### src/rtl/multi_edge_detector.sv
`default_nettype none
// ============================================================================
// Module   : multi_edge_detector
// Brief    : N-channel synchronise / debounce / edge-detect block. Each
//            channel gives a one-cycle edge pulse with direction, a sticky
//            flag and a saturating event count.
// Revision : 1.0 - initial release
// ============================================================================
module multi_edge_detector #(
  parameter int   N           = 4,
  parameter int   SYNC_STAGES = 2,
  parameter int   DEBOUNCE    = 4,
  parameter int   CNT_W       = 8,
  parameter logic INIT_LEVEL  = 1'b1
) (
  input  logic               clk,
  input  logic               rst,         // asynchronous, active low
  input  logic [N-1:0]       sig_in,
  input  logic [2*N-1:0]     mode,
  input  logic [N-1:0]       clr,
  output logic [N-1:0]       edge_pulse,
  output logic [N-1:0]       edge_dir,
  output logic [N-1:0]       level,
  output logic [N-1:0]       edge_flag,
  output logic [N*CNT_W-1:0] edge_cnt
);

  localparam int               DB_W       = $clog2(DEBOUNCE) + 1;
  localparam logic [DB_W-1:0]  c_db_last  = DB_W'(DEBOUNCE - 1);
  localparam logic [CNT_W-1:0] c_cnt_max  = '1;

  genvar gi;
  generate
    for (gi = 0; gi < N; gi++) begin : g_ch
      logic [SYNC_STAGES-1:0] sync_q, sync_d;
      logic [DB_W-1:0]        db_cnt_q, db_cnt_d;
      logic                   level_q, level_d;
      logic                   pulse_q, pulse_d;
      logic                   dir_q, dir_d;
      logic                   flag_q, flag_d;
      logic [CNT_W-1:0]       cnt_q, cnt_d;
      logic                   w_s;
      logic                   w_accept;
      logic                   w_qualify;

      assign w_s = sync_q[SYNC_STAGES-1];

      // Next-state: sync shift, debounce, edge qualification, flag/count.
      always_comb begin
        sync_d    = {sync_q[SYNC_STAGES-2:0], sig_in[gi]};
        db_cnt_d  = db_cnt_q;
        level_d   = level_q;
        w_accept  = 1'b0;

        // A new level must be seen on DEBOUNCE consecutive cycles; any
        // return to the current level restarts the count.
        if (w_s == level_q) begin
          db_cnt_d = '0;
        end else if (db_cnt_q == c_db_last) begin
          level_d  = w_s;
          db_cnt_d = '0;
          w_accept = 1'b1;
        end else begin
          db_cnt_d = db_cnt_q + 1'b1;
        end

        // Mode only matters in the accept cycle; level tracks regardless.
        w_qualify = w_accept & ((w_s & mode[2*gi]) | (~w_s & mode[2*gi+1]));

        pulse_d = w_qualify;
        dir_d   = w_qualify ? w_s : dir_q;

        // Clear first, so a simultaneous qualify lands on a fresh count.
        flag_d = flag_q;
        cnt_d  = cnt_q;
        if (clr[gi]) begin
          flag_d = 1'b0;
          cnt_d  = '0;
        end
        if (w_qualify) begin
          flag_d = 1'b1;
          if (cnt_d != c_cnt_max) begin
            cnt_d = cnt_d + 1'b1;
          end
        end
      end

      // Channel state register with asynchronous active-low clear.
      always_ff @(posedge clk or negedge rst) begin
        if (!rst) begin
          sync_q   <= {SYNC_STAGES{INIT_LEVEL}};
          db_cnt_q <= '0;
          level_q  <= INIT_LEVEL;
          pulse_q  <= 1'b0;
          dir_q    <= 1'b0;
          flag_q   <= 1'b0;
          cnt_q    <= '0;
        end else begin
          sync_q   <= sync_d;
          db_cnt_q <= db_cnt_d;
          level_q  <= level_d;
          pulse_q  <= pulse_d;
          dir_q    <= dir_d;
          flag_q   <= flag_d;
          cnt_q    <= cnt_d;
        end
      end

      assign edge_pulse[gi]               = pulse_q;
      assign edge_dir[gi]                 = dir_q;
      assign level[gi]                    = level_q;
      assign edge_flag[gi]                = flag_q;
      assign edge_cnt[gi*CNT_W +: CNT_W]  = cnt_q;
    end
  endgenerate

endmodule
`default_nettype wire
### config.mk
export PLATFORM = sky130hd
export DESIGN_NAME = multi_edge_detector
export DESIGN_NICKNAME = d
export VERILOG_FILES = /design/src/rtl/multi_edge_detector.sv
export SDC_FILE = /design/constraint.sdc
export NUM_CORES = 1
export LEC_CHECK = 0
export BUFFER_PORTS_ARGS = -buffer_cell sky130_fd_sc_hd__buf_2
export CORE_MARGIN = 3
export CORE_UTILIZATION = 38
export DETAILED_ROUTE_END_ITERATION = 10
export GPL_TIMING_DRIVEN = 1
export PLACE_DENSITY_LB_ADDON = 0.05
export SLEW_MARGIN = 20
export SYNTH_ARGS = -nofsm -noshare
export SYNTH_HDL_FRONTEND = slang
export SYNTH_SLANG_ARGS = --single-unit
### constraint.sdc
create_clock -name clk -period 1.8 [get_ports clk]
set_clock_uncertainty 0.1 [all_clocks]
set_input_delay 0.36 -clock clk [delete_from_list [all_inputs] [get_ports clk]]
set_output_delay 0.36 -clock clk [all_outputs]
set_load 0.01 [all_outputs]
Yosys cells after proc, flatten, opt, wreduce, memory -nomap -nowiden
Index checks and enable logic that the tools add are counted.
Widths: inputs -> output; s select.
{"block": "op_classes", "n_eq_ne": 12, "n_reduce_logical": 8, "bitwise_logic": 24, "mux": 36, "shifts": 0, "add_sub_neg": 8, "div": 0, "mul": 0, "order_cmp": 0}
{"operator": "$mux 8", "n": 12}
{"operator": "$add 8x1->8 const B", "n": 4}
{"operator": "$ne 8x8->1 const B", "n": 4}
{"operator": "$mux 3", "n": 8}
{"operator": "$mux 1", "n": 16}
{"operator": "$add 3x1->3 const B", "n": 4}
{"operator": "$and 1x1->1", "n": 12}
{"operator": "$eq 3x2->1 const B", "n": 4}
{"operator": "$not 1->1", "n": 8}
{"operator": "$reduce_and 2->1", "n": 4}
{"operator": "$reduce_bool 2->1", "n": 4}
{"operator": "$eq 1x1->1", "n": 4}
{"operator": "$or 1x1->1", "n": 4}
{"block": "totals", "romBits": 0, "mem_bits_rw": 0, "n_memories": 0, "regBits": 68, "latchBits": 0, "out_inout_bits": 48}

Depth between registers and ports, before layout
Gate-level depths: netlist of the first run.
{"block": "depth", "word_depth": 5, "depth_mapped": 7, "ltp_nobuf": 6}

Worst setup path after synthesis of the first run
OpenSTA, ideal clock, no wires.
{"block": "synth_path", "path_type": "register to register", "start": "register g_ch[3].level_q", "end": "register g_ch[3].cnt_q[3]", "synth_period_minus_slack_ps": 1672, "path_stages_with_launch": 7, "t_required_ps": 1565, "setup_slack_ps": 128, "t_arrival_ps": 1436, "setup_time_ps": 135, "path_buffers": 1, "cell_sequence": "dfstp_2 > and3b_1 > o21ai_2 > inv_1 > buf_2 > a41oi_1 > nor3_1"}
{"block": "synth_between", "elab_chain_len": 4}
{"element": "start, declared", "line": "37", "source": "logic level_q, level_d;"}
{"element": "start signal, assigned", "line": "101", "source": "level_q <= level_d;"}
{"element": "$eq 1x1->1", "line": "57", "source": "if (w_s == level_q) begin"}
{"element": "$mux 1", "line": "57"}
{"element": "$and 1x1->1", "line": "68", "source": "w_qualify = w_accept & ((w_s & mode[2*gi]) | (~w_s & mode[2*gi+1]));"}
{"element": "$mux 8", "line": "80", "source": "if (w_qualify) begin"}
{"element": "via g_ch[3].cnt_d[3]", "line": "41", "source": "logic [CNT_W-1:0] cnt_q, cnt_d;"}
{"element": "end signal, assigned", "line": "105", "source": "cnt_q <= cnt_d;"}
{"element": "end, declared", "line": "41"}
The timed path passes the listed nets, and every way through them passes these cells.
A chain may end at the register's enable or synchronous reset.

Final worst setup path of the first run
{"block": "layout_path", "start": "register g_ch[0].db_cnt_q[0]", "end": "register g_ch[0].cnt_q[6]"}
{"block": "layout_between", "elab_chain_len": 5}
{"element": "start, declared", "line": "36", "source": "logic [DB_W-1:0] db_cnt_q, db_cnt_d;"}
{"element": "start signal, assigned", "line": "100", "source": "db_cnt_q <= db_cnt_d;"}
{"element": "$eq 3x2->1", "line": "59", "source": "end else if (db_cnt_q == c_db_last) begin"}
{"element": "$mux 1", "line": "59"}
{"element": "$mux 1", "line": "57"}
{"element": "$and 1x1->1", "line": "68"}
{"element": "$mux 8", "line": "80"}
{"element": "via g_ch[0].cnt_d[6]", "line": "41"}
{"element": "end signal, assigned", "line": "105"}
{"element": "end, declared", "line": "41"}
The timed path passes the listed nets, and every way through them passes these cells.

==> flow_metrics.env, run 1 <==
export IMPL_grt_overflow=0
export IMPL_core_area_um2=7888
export IMPL_fp_dieArea_um2=9426
export IMPL_clk_pin_slew_ns=0.07
export IMPL_rsz0062_at_grt="no"
export IMPL_layout_commonest_cell="buf_2"
export IMPL_tns_ns=0
export IMPL_drive_gt1_share_pct=34.57
export IMPL_leakage_uw=0.001877
export IMPL_nets=367
export IMPL_maxCapViolCount=0
export IMPL_gp_congestion=0.7620
export IMPL_path_cells="ha_1 > and2b_1 > a21boi_2 > buf_12 > and4_1 > a311oi_2"
export IMPL_setup_viol=0
export IMPL_maxSlewViolCount=0
export IMPL_area_growth_pct=19.76
export IMPL_ir_worst_vdd_mv=0.4627
export IMPL_postRouteAntennaNets=0
export IMPL_cts_tree="built"
export IMPL_dr_pass1_iters=4
export IMPL_synthArstFlopShare_pct=100.0
export IMPL_drtIter0Drc=50
export IMPL_fmax_mhz=573.3
export IMPL_r2r_slack_ns=0.06
export IMPL_synth_cell_types=50
export IMPL_grt_max_degree=42
export IMPL_crit_path_start_kind="flip-flop"
export IMPL_worstMarginPinSlew_ns=0.3798
export IMPL_wl_per_cell_um=13.37
export IMPL_critPathMaxFanout=18
export IMPL_hp_class="in2reg"
export IMPL_rows=32
export IMPL_die_height_um=97.09
export IMPL_hold_viol_final=0
export IMPL_postCtsSetupBuffers=0
export IMPL_synthFlopType="dfrtp_1"
export IMPL_yosysWarningCount=0
export IMPL_slew_headroom_pct=74.49
export IMPL_place_area_um2=3567
export IMPL_required_ns=1.94
export IMPL_grt_usage_pct=13.43
export IMPL_hpwl_mm=4.199
export IMPL_synthCells=279
export IMPL_fin_crit_ns=1.744
export IMPL_grt_pass1_vias=2203
export IMPL_final_area_um2=3776
export IMPL_cts_made_buffers=9
export IMPL_antenna_found_initial=0
export IMPL_portBuffers=65
export IMPL_initial_core_util_pct=39.97
export IMPL_period_share_pct=96.91
export IMPL_cts_sinks=68
export IMPL_clockBufferDepth=2
export IMPL_worstSetupStartpoint="g_ch[0].db_cnt_q[0]"
export IMPL_r2r_start="g_ch[0].db_cnt_q[0]"
export IMPL_postSynthAreaPerCell_um2=11.30
export IMPL_outcome="finished clean"
export IMPL_htree_levels=3
export IMPL_syn_area_um2=3153
export IMPL_drc=0
export IMPL_cp_arrival_ns=1.88
export IMPL_io_pins=66
export IMPL_cpPeakStageDelay_ns=0.38
export IMPL_die_w_um=97.09
export IMPL_routed_wl_mm=6.044
export IMPL_via_per_inst=5.055
export IMPL_num_vias=2285
export IMPL_cp_slowest_cell="dfrtp_1"
export IMPL_synth_edf_count=0
export IMPL_min_from="sig_in[1]"
export IMPL_ys_seq_area_share_pct=54.44
export IMPL_synth_seq_cells=68
export IMPL_worstSetupEndpointType="flip-flop"
export IMPL_layout_common_cells="buf_2 (65), dfrtp_1 (56), nand2_1 (21), a21oi_1 (18), nor3_1 (17)"
export IMPL_critPathKind="reg2reg"
export IMPL_ctsRootBufferMaster="clkbuf_8"
export IMPL_antenna_cells=0
export IMPL_clk_latency_ns=0.33
export IMPL_grt_pass1_wl_mm=10.43
export IMPL_synth_nets=301
export IMPL_power_density_nw_per_um2=974.9
==> flip-flops by register name (all words and copies together) (netlist names) <==
register / cells
g_ch.cnt_q: 32
g_ch.db_cnt_q: 12
g_ch.sync_q: 8
g_ch.dir_q: 4
g_ch.flag_q: 4
g_ch.level_q: 4
g_ch.pulse_q: 4
==> cell type report <==
| type | instances | area [um2] |
|---|---|---|
| sequential | 68 | 1717 |
| fill | 742 | 4111 |
| tap | 102 | 127.6 |
| clock buffer | 14 | 162.7 |
| timing repair buffer | 81 | 490.5 |
| clock inverter | 2 | 10.01 |
| multi-input combinational | 175 | 1231 |
| inverter | 10 | 37.54 |
==> worst paths after layout <==
path | end | cells after the start
worst max-delay path | g_ch[0].cnt_q[6] | 6
min in group asynchronous | g_ch[1].cnt_q[4] | 2
max in group asynchronous | g_ch[0].sync_q[1] | 3
worst min register to register | g_ch[0].sync_q[1] | 0
worst max register to register | g_ch[0].cnt_q[6] | 6
worst min-delay path | g_ch[1].sync_q[0] | 1
==> routing by layer <==
| layer | share of wire [%] | global-route usage, % |
|---|---|---|
| met5 | 0 | 0 |
| met4 | 1.2 | 3.888 |
| met3 | 5.6 | 4.953 |
| met2 | 46 | 21.18 |
| met1 | 47 | 17.36 |
==> stage by stage <==
stage | total power (uW) | setup WS, ns | hold WS (ns) | instances | utilization, %
final | 3681 | 0.05562 | 0.02733 | 452 | 47.87
after global routing | 3938 | 0.003432 | 0.00001543 | 452 | 47.87
after CTS | 3755 | 0.05687 | 0.005521 | 451 | 47.67
after detailed placement | 2618 | 0.09703 | 0.1915 | 433 | 45.23
after global placement | 2597 | 0.1264 | 0.1850 | 433 | 45.23
after floorplan | 2464 | 0.1283 | -0.03559 | 279 | -
==> report_power, final <==
| group | internal [uW] | total (uW) | leakage, uW | switching, uW |
|---|---|---|---|---|
| Sequential | 1760 | 1900 | 0.000895 | 144 |
| Clock | 573 | 1100 | 0.0000905 | 530 |
| Combinational | 333 | 677 | 0.000892 | 345 |
==> synth_stat cells, types with 4 or more instances <==
master | count | area (um2)
a21oi_1 | 18 | 90.09
a311oi_1 | 8 | 70.07
a31oi_1 | 11 | 68.82
and3_1 | 5 | 31.28
buf_4 | 17 | 127.6
clkbuf_1 | 4 | 15.01
dfrtp_1 | 56 | 1401
dfstp_2 | 12 | 315.3
ha_1 | 4 | 50.05
inv_1 | 9 | 33.78
mux2_2 | 6 | 67.56
nand2_1 | 21 | 78.83
nand3b_1 | 4 | 30.03
nand4_1 | 5 | 31.28
nor2_1 | 10 | 37.54
nor2b_1 | 8 | 50.05
nor3_1 | 17 | 85.08
nor3b_1 | 6 | 45.04
xnor2_1 | 4 | 35.03
==> critical path, delay by kind of cell, from the launching register on <==
| family | cells | cell delay [ns] |
|---|---|---|
| fa+ha+maj | 1 | 0.21 |
| simple gates | 2 | 0.37 |
| compound gates | 2 | 0.43 |
| flops | 1 | 0.38 |
| buf+inv | 1 | 0.15 |
==> cells by family after synthesis <==
kind of cell    synth area share, %
flops                         54.44
simple gates                  19.84
fa+ha+maj                     1.587
compound gates                14.17
buf+inv                       6.706
xor+xnor                      1.111
mux                           2.143
==> repair_timing <==
action                                  in CTS  in global routing
endpoints found under the hold margin       12                  1
resized for setup                            0                  1
hold buffers                                 2                  1
endpoints found under the setup margin       0                  1
Power figures use the tool's default switching activity.
==> inputs of run 2 (changes only) <==
--- a/config.mk
+++ b/config.mk
@@ -7,7 +7,7 @@
 export LEC_CHECK = 0
 export BUFFER_PORTS_ARGS = -buffer_cell sky130_fd_sc_hd__buf_2
 export CORE_MARGIN = 3
-export CORE_UTILIZATION = 38
+export CORE_UTILIZATION = 49
 export DETAILED_ROUTE_END_ITERATION = 10
 export GPL_TIMING_DRIVEN = 1
 export PLACE_DENSITY_LB_ADDON = 0.05
==> run 2 against run 1 <==
Clock-buffer cell count unchanged. Sequential cell count unchanged. Non-clock buffer count decreased by 6. Core utilization increased by 12 points. Largest cell class unchanged. Critical endpoint is now g_ch[1].cnt_q[5].
==> flow_metrics.env, run 2 (synthesis results as in run 1) <==
export IMPL_wl_met1_mm=2.755
export IMPL_area_growth_pct=15.95
export IMPL_portBuffers=65
export IMPL_reg_top3="g_ch.cnt_q x32, g_ch.db_cnt_q x12, g_ch.sync_q x8"
export IMPL_maxSlewViolCount=0
export IMPL_leakage_uw=0.001825
export IMPL_ir_worst_vdd_mv=0.5700
export IMPL_route_top_layer_used="met4"
export IMPL_worstSetupStartpoint="g_ch[1].sync_q[1]"
export IMPL_drive_gt1_share_pct=33.33
export IMPL_die_w_um=86.22
export IMPL_postRouteAntennaNets=0
export IMPL_outcome="finished clean"
export IMPL_r2r_start="g_ch[1].sync_q[1]"
export IMPL_io_pins=66
export IMPL_grt_pass1_vias=2174
export IMPL_dr_wl_met3_um=291
export IMPL_period_share_pct=94.87
export IMPL_cts_tree="built"
export IMPL_rr_worst_depth=4
export IMPL_rows=28
export IMPL_gp_congestion=0.7406
export IMPL_nets=361
export IMPL_die_height_um=86.22
export IMPL_htree_levels=3
export IMPL_grt_usage_pct=16.51
export IMPL_hold_viol_final=0
export IMPL_drc=0
export IMPL_hpwl_mm=3.852
export IMPL_path_buf_inv=0
export IMPL_antenna_cells=0
export IMPL_layout_commonest_cell="buf_2"
export IMPL_grt_overflow=0
export IMPL_cp_depth=4
export IMPL_top_register="g_ch.cnt_q"
export IMPL_critPathKind="reg2reg"
export IMPL_worstMarginPinSlew_ns=0.4041
export IMPL_path_cells="nand3b_4 > a2111oi_4 > a21oi_1 > mux2_2"
export IMPL_cp_arrival_ns=1.83
export IMPL_antenna_found_initial=0
export IMPL_clockBufferDepth=2
export IMPL_cp_slowest_cell="dfstp_2"
export IMPL_tns_ns=0
export IMPL_worstSetupEndpointType="flip-flop"
export IMPL_clk_latency_ns=0.33
export IMPL_layout_common_cells="buf_2 (65), dfrtp_1 (56), nand2_1 (21), a21oi_1 (18), nor3_1 (17)"
export IMPL_ctsRootBufferMaster="clkbuf_8"
export IMPL_critPathTopFamily="flip-flops"
export IMPL_maxCapViolCount=0
export IMPL_setup_slack_ns=0.09235
export IMPL_fin_hold_ws_ns=0.02501
export IMPL_cts_sinks=68
export IMPL_drtIter0Drc=80
export IMPL_grt_max_degree=69
export IMPL_fmax_mhz=585.6
export IMPL_required_ns=1.92
export IMPL_wl_per_cell_um=13.57
export IMPL_reg2reg_to="g_ch[1].cnt_q[5]"
export IMPL_routed_wl_mm=5.660
export IMPL_place_ws_ns=0.02179
export IMPL_num_vias=2301
export IMPL_fp_dieArea_um2=7433
export IMPL_hp_class="in2reg"
export IMPL_grt_pass1_wl_mm=9.936
export IMPL_crit_path_start_kind="flip-flop"
export IMPL_clk_pin_slew_ns=0.07
export IMPL_power_density_nw_per_um2=986.7
export IMPL_via_per_inst=5.518
export IMPL_rsz0062_at_grt="yes"
export IMPL_largest_register_ff_count=32
export IMPL_cpPeakStageDelay_ns=0.59
export IMPL_crit_path_end="g_ch[1].cnt_q[5]"
export IMPL_initial_core_util_pct=52.02
export IMPL_wl_met2_mm=2.510
export IMPL_cts_made_buffers=9
export IMPL_slew_headroom_pct=72.86
export IMPL_r2r_slack_ns=0.09
export IMPL_setup_viol=0
export IMPL_critPathMaxFanout=5
export IMPL_core_area_um2=6061
export IMPL_fin_crit_ns=1.708
export IMPL_dr_pass1_iters=4
==> run 2: routing by layer <==
metal	GRT usage [%]	vias up
met1	23.12	1114
met5	0	-
met4	8.074	0
met2	24.60	53
li1	-	1125
met3	3.327	9
==> run 2: how the worst min path moves through the flow <==
stage                     slack (ns)                end  depth (start not counted)              start
after CTS                      0.005  g_ch[1].sync_q[0]                          1          sig_in[1]
after global routing           0.006  g_ch[2].sync_q[0]                          1          sig_in[2]
after detailed placement        0.25  g_ch[3].sync_q[1]                          0  g_ch[3].sync_q[0]
final                           0.03  g_ch[1].sync_q[0]                          1          sig_in[1]
after floorplan                -0.04   g_ch[0].cnt_q[0]                          0                rst
after global placement          0.25  g_ch[1].sync_q[1]                          0  g_ch[1].sync_q[0]
==> run 2: metrics by stage <==
stage	instances	cell area, um2	utilization [%]	power (uW)
after floorplan	279	3153	-	2464
after global placement	401	3471	57.27	2576
after detailed placement	401	3471	57.27	2597
after CTS	416	3633	59.95	3658
after global routing	417	3656	60.32	3838
final	417	3656	60.32	3607
==> run 2: worst register-to-register path: stages (launching register included) <==
cell and delay [ns]:
dfstp_2 0.59, nand3b_4 0.11, a2111oi_4 0.43, a21oi_1 0.10, mux2_2 0.27
==> run 2: final cells by class <==
| type | count | area, um2 |
|---|---|---|
| inverter | 10 | 37.54 |
| clock buffer | 14 | 152.6 |
| timing repair buffer | 75 | 415.4 |
| fill | 523 | 2405 |
| tap | 75 | 93.84 |
| sequential | 68 | 1717 |
| multi-input combinational | 175 | 1240 |
==> run 2: what timing repair did <==
| item | CTS | global route |
|---|---|---|
| buffers inserted | 0 | 1 |
| hold buffers | 1 | 0 |
| resized for setup | 0 | 3 |
| hold endpoints to repair | 56 | 0 |
| endpoints found under the setup margin | 0 | 6 |
==> run 2: power by group <==
| group | internal (uW) | switching [uW] |
|---|---|---|
| combinational | 322 | 344 |
| sequential | 1760 | 138 |
| clock | 526 | 521 |
==> inputs of run 3 (changes only) <==
--- a/config.mk
+++ b/config.mk
@@ -6,8 +6,10 @@
 export NUM_CORES = 1
 export LEC_CHECK = 0
 export BUFFER_PORTS_ARGS = -buffer_cell sky130_fd_sc_hd__buf_2
+export CELL_PAD_IN_SITES_DETAIL_PLACEMENT = 1
+export CELL_PAD_IN_SITES_GLOBAL_PLACEMENT = 2
 export CORE_MARGIN = 3
-export CORE_UTILIZATION = 49
+export CORE_UTILIZATION = 31
 export DETAILED_ROUTE_END_ITERATION = 10
 export GPL_TIMING_DRIVEN = 1
 export PLACE_DENSITY_LB_ADDON = 0.05
==> run 3 against run 2 <==
Combinational power increased by 8.9%. Sequential share of layout area decreased by 2.4 points. Register-to-register slack worse by 0.04 ns. Clock power about the same. Final cell count increased by 17%. Hold slack hardly changed. Critical endpoint unchanged.
==> flow_metrics.env, run 3 (synthesis results as in run 1) <==
export IMPL_worstSetupEndpointType="flip-flop"
export IMPL_cp_arrival_ns=1.87
export IMPL_setup_slack_ns=0.05009
export IMPL_tns_ns=0
export IMPL_required_ns=1.92
export IMPL_routed_wl_mm=7.176
export IMPL_drive_gt1_share_pct=36.52
export IMPL_initial_core_util_pct=32.11
export IMPL_layout_commonest_cell="buf_2"
export IMPL_placedCellCount=468
export IMPL_area_growth_pct=22.22
export IMPL_top_register="g_ch.cnt_q"
export IMPL_hold_depth=1
export IMPL_setup_viol=0
export IMPL_leakage_uw=0.001898
export IMPL_clk_pin_slew_ns=0.07
export IMPL_power_density_nw_per_um2=953.7
export IMPL_fin_crit_ns=1.750
export IMPL_instances_no_fill=489
export IMPL_cpPeakStageDelay_ns=0.60
export IMPL_min_from="sig_in[3]"
export IMPL_ctsRootBufferMaster="clkbuf_8"
export IMPL_clockBufferDepth=2
export IMPL_critPathMaxFanout=5
export IMPL_fp_dieArea_um2=11420
export IMPL_wl_per_cell_um=14.67
export IMPL_maxCapViolCount=0
export IMPL_rsz0062_at_grt="yes"
export IMPL_outcome="finished clean"
export IMPL_ir_worst_vdd_mv=0.2860
export IMPL_rr_worst_depth=4
export IMPL_via_per_inst=4.865
export IMPL_slew_headroom_pct=72.13
export IMPL_htree_levels=3
export IMPL_fmax_mhz=571.5
export IMPL_dr_pass1_iters=4
export IMPL_fin_hold_ws_ns=0.02510
export IMPL_die_w_um=106.9
export IMPL_maxSlewViolCount=0
export IMPL_whs_endpoint="g_ch[3].sync_q[0]"
export IMPL_grt_max_degree=30
export IMPL_hp_class="in2reg"
export IMPL_grt_overflow=0
export IMPL_fillCellCount=1131
export IMPL_rows=36
export IMPL_drc=0
export IMPL_antenna_found_initial=1
export IMPL_cts_made_buffers=9
export IMPL_cp_slowest_cell="dfstp_2"
export IMPL_grt_pass1_vias=2459
export IMPL_worstMarginPinSlew_ns=0.4180
export IMPL_core_area_um2=9819
export IMPL_hold_viol_final=0
export IMPL_nets=373
export IMPL_cts_sinks=68
export IMPL_io_pins=66
export IMPL_grt_pass1_wl_mm=12.26
export IMPL_final_util_pct=39.25
export IMPL_postRouteAntennaNets=0
export IMPL_largest_register_ff_count=32
export IMPL_num_vias=2379
export IMPL_path_cells="nand3b_4 > a2111oi_4 > a21oi_1 > mux2_4"
export IMPL_r2r_start="g_ch[1].sync_q[1]"
export IMPL_layout_common_cells="buf_2 (65), dfrtp_1 (56), nand2_1 (21), a21oi_1 (18), buf_4 (18)"
export IMPL_critPathKind="reg2reg"
export IMPL_grt_usage_pct=13.42
export IMPL_place_ws_ns=0.02575
export IMPL_r2r_slack_ns=0.05
export IMPL_drtIter0Drc=39
export IMPL_cts_tree="built"
export IMPL_gp_congestion=0.7006
export IMPL_hpwl_mm=5.046
export IMPL_die_height_um=106.9
export IMPL_crit_path_start_kind="flip-flop"
export IMPL_reg2reg_to="g_ch[1].cnt_q[5]"
export IMPL_antenna_cells=0
export IMPL_clk_latency_ns=0.33
export IMPL_reg_top3="g_ch.cnt_q x32, g_ch.db_cnt_q x12, g_ch.sync_q x8"
export IMPL_portBuffers=65
export IMPL_period_share_pct=97.22
run 3: changes by cell type in the layout (fill, tap and decap cells not counted), sizes merged:
cell,delta
clkbuf,-1
dlygate4sd3,+1
buf,+11
clkinv,+3
run 3: per-layer routing:
metal / vias to the layer above / routed length (um) / track usage [%]
met5: - / 13 / 0
met3: 10 / 318 / 2.950
met1: 1173 / 3480 / 18.39
met4: 2 / 85 / 5.205
li1: 1147 / - / -
met2: 47 / 3278 / 20.73
run 3: repair_timing:
action,4_1_cts,5_1_grt
hold endpoints to repair,14,0
resized for setup,1,6
buffers inserted,0,3
hold buffers,2,0
setup endpoints to repair,1,7
pin swaps,0,6
run 3: worst max path at each step:
stage	startpoint	end	slack (ns)	cells after the start
2_1_floorplan	g_ch[3].level_q	g_ch[3].cnt_q[3]	0.13	6
3_3_place_gp	g_ch[1].level_q	g_ch[1].cnt_q[5]	0.09	4
3_5_place_dp	g_ch[3].level_q	g_ch[3].cnt_q[5]	0.03	5
4_1_cts	g_ch[1].level_q	g_ch[1].cnt_q[5]	0.02	4
5_1_grt	g_ch[1].sync_q[1]	g_ch[1].cnt_q[5]	-0.04	4
6_report	g_ch[1].sync_q[1]	g_ch[1].cnt_q[5]	0.05	4
run 3: critical path: cells and delay by family, from the launching register on:
kind	cells	cell delay [ns]
flops	1	0.60
mux	1	0.26
compound gates	2	0.57
simple gates	1	0.10
run 3: power breakdown:
group / leakage (uW) / internal [uW] / switching [uW]
combinational: 0.000922 / 352 / 371
clock: 0.0000812 / 496 / 553
sequential: 0.000895 / 1760 / 145
total: 0.00190 / 2610 / 1070
run 3: cell type report:
cell class                 count  area [um2]  share of cell area, %
tap                          133       166.4                  4.318
timing repair buffer          87       520.5                  13.51
multi-input combinational    175        1256                  32.60
clock buffer                  13       138.9                  3.604
sequential                    68        1717                  44.55
inverter                      10       40.04                  1.039
clock inverter                 3       15.01                 0.3896
run 3: metrics by stage:
step	total power, uW	area [um2]
2_1_floorplan	2464	3153
3_3_place_gp	2627	3623
3_5_place_dp	2658	3623
4_1_cts	3758	3797
5_1_grt	3944	3854
6_report	3675	3854
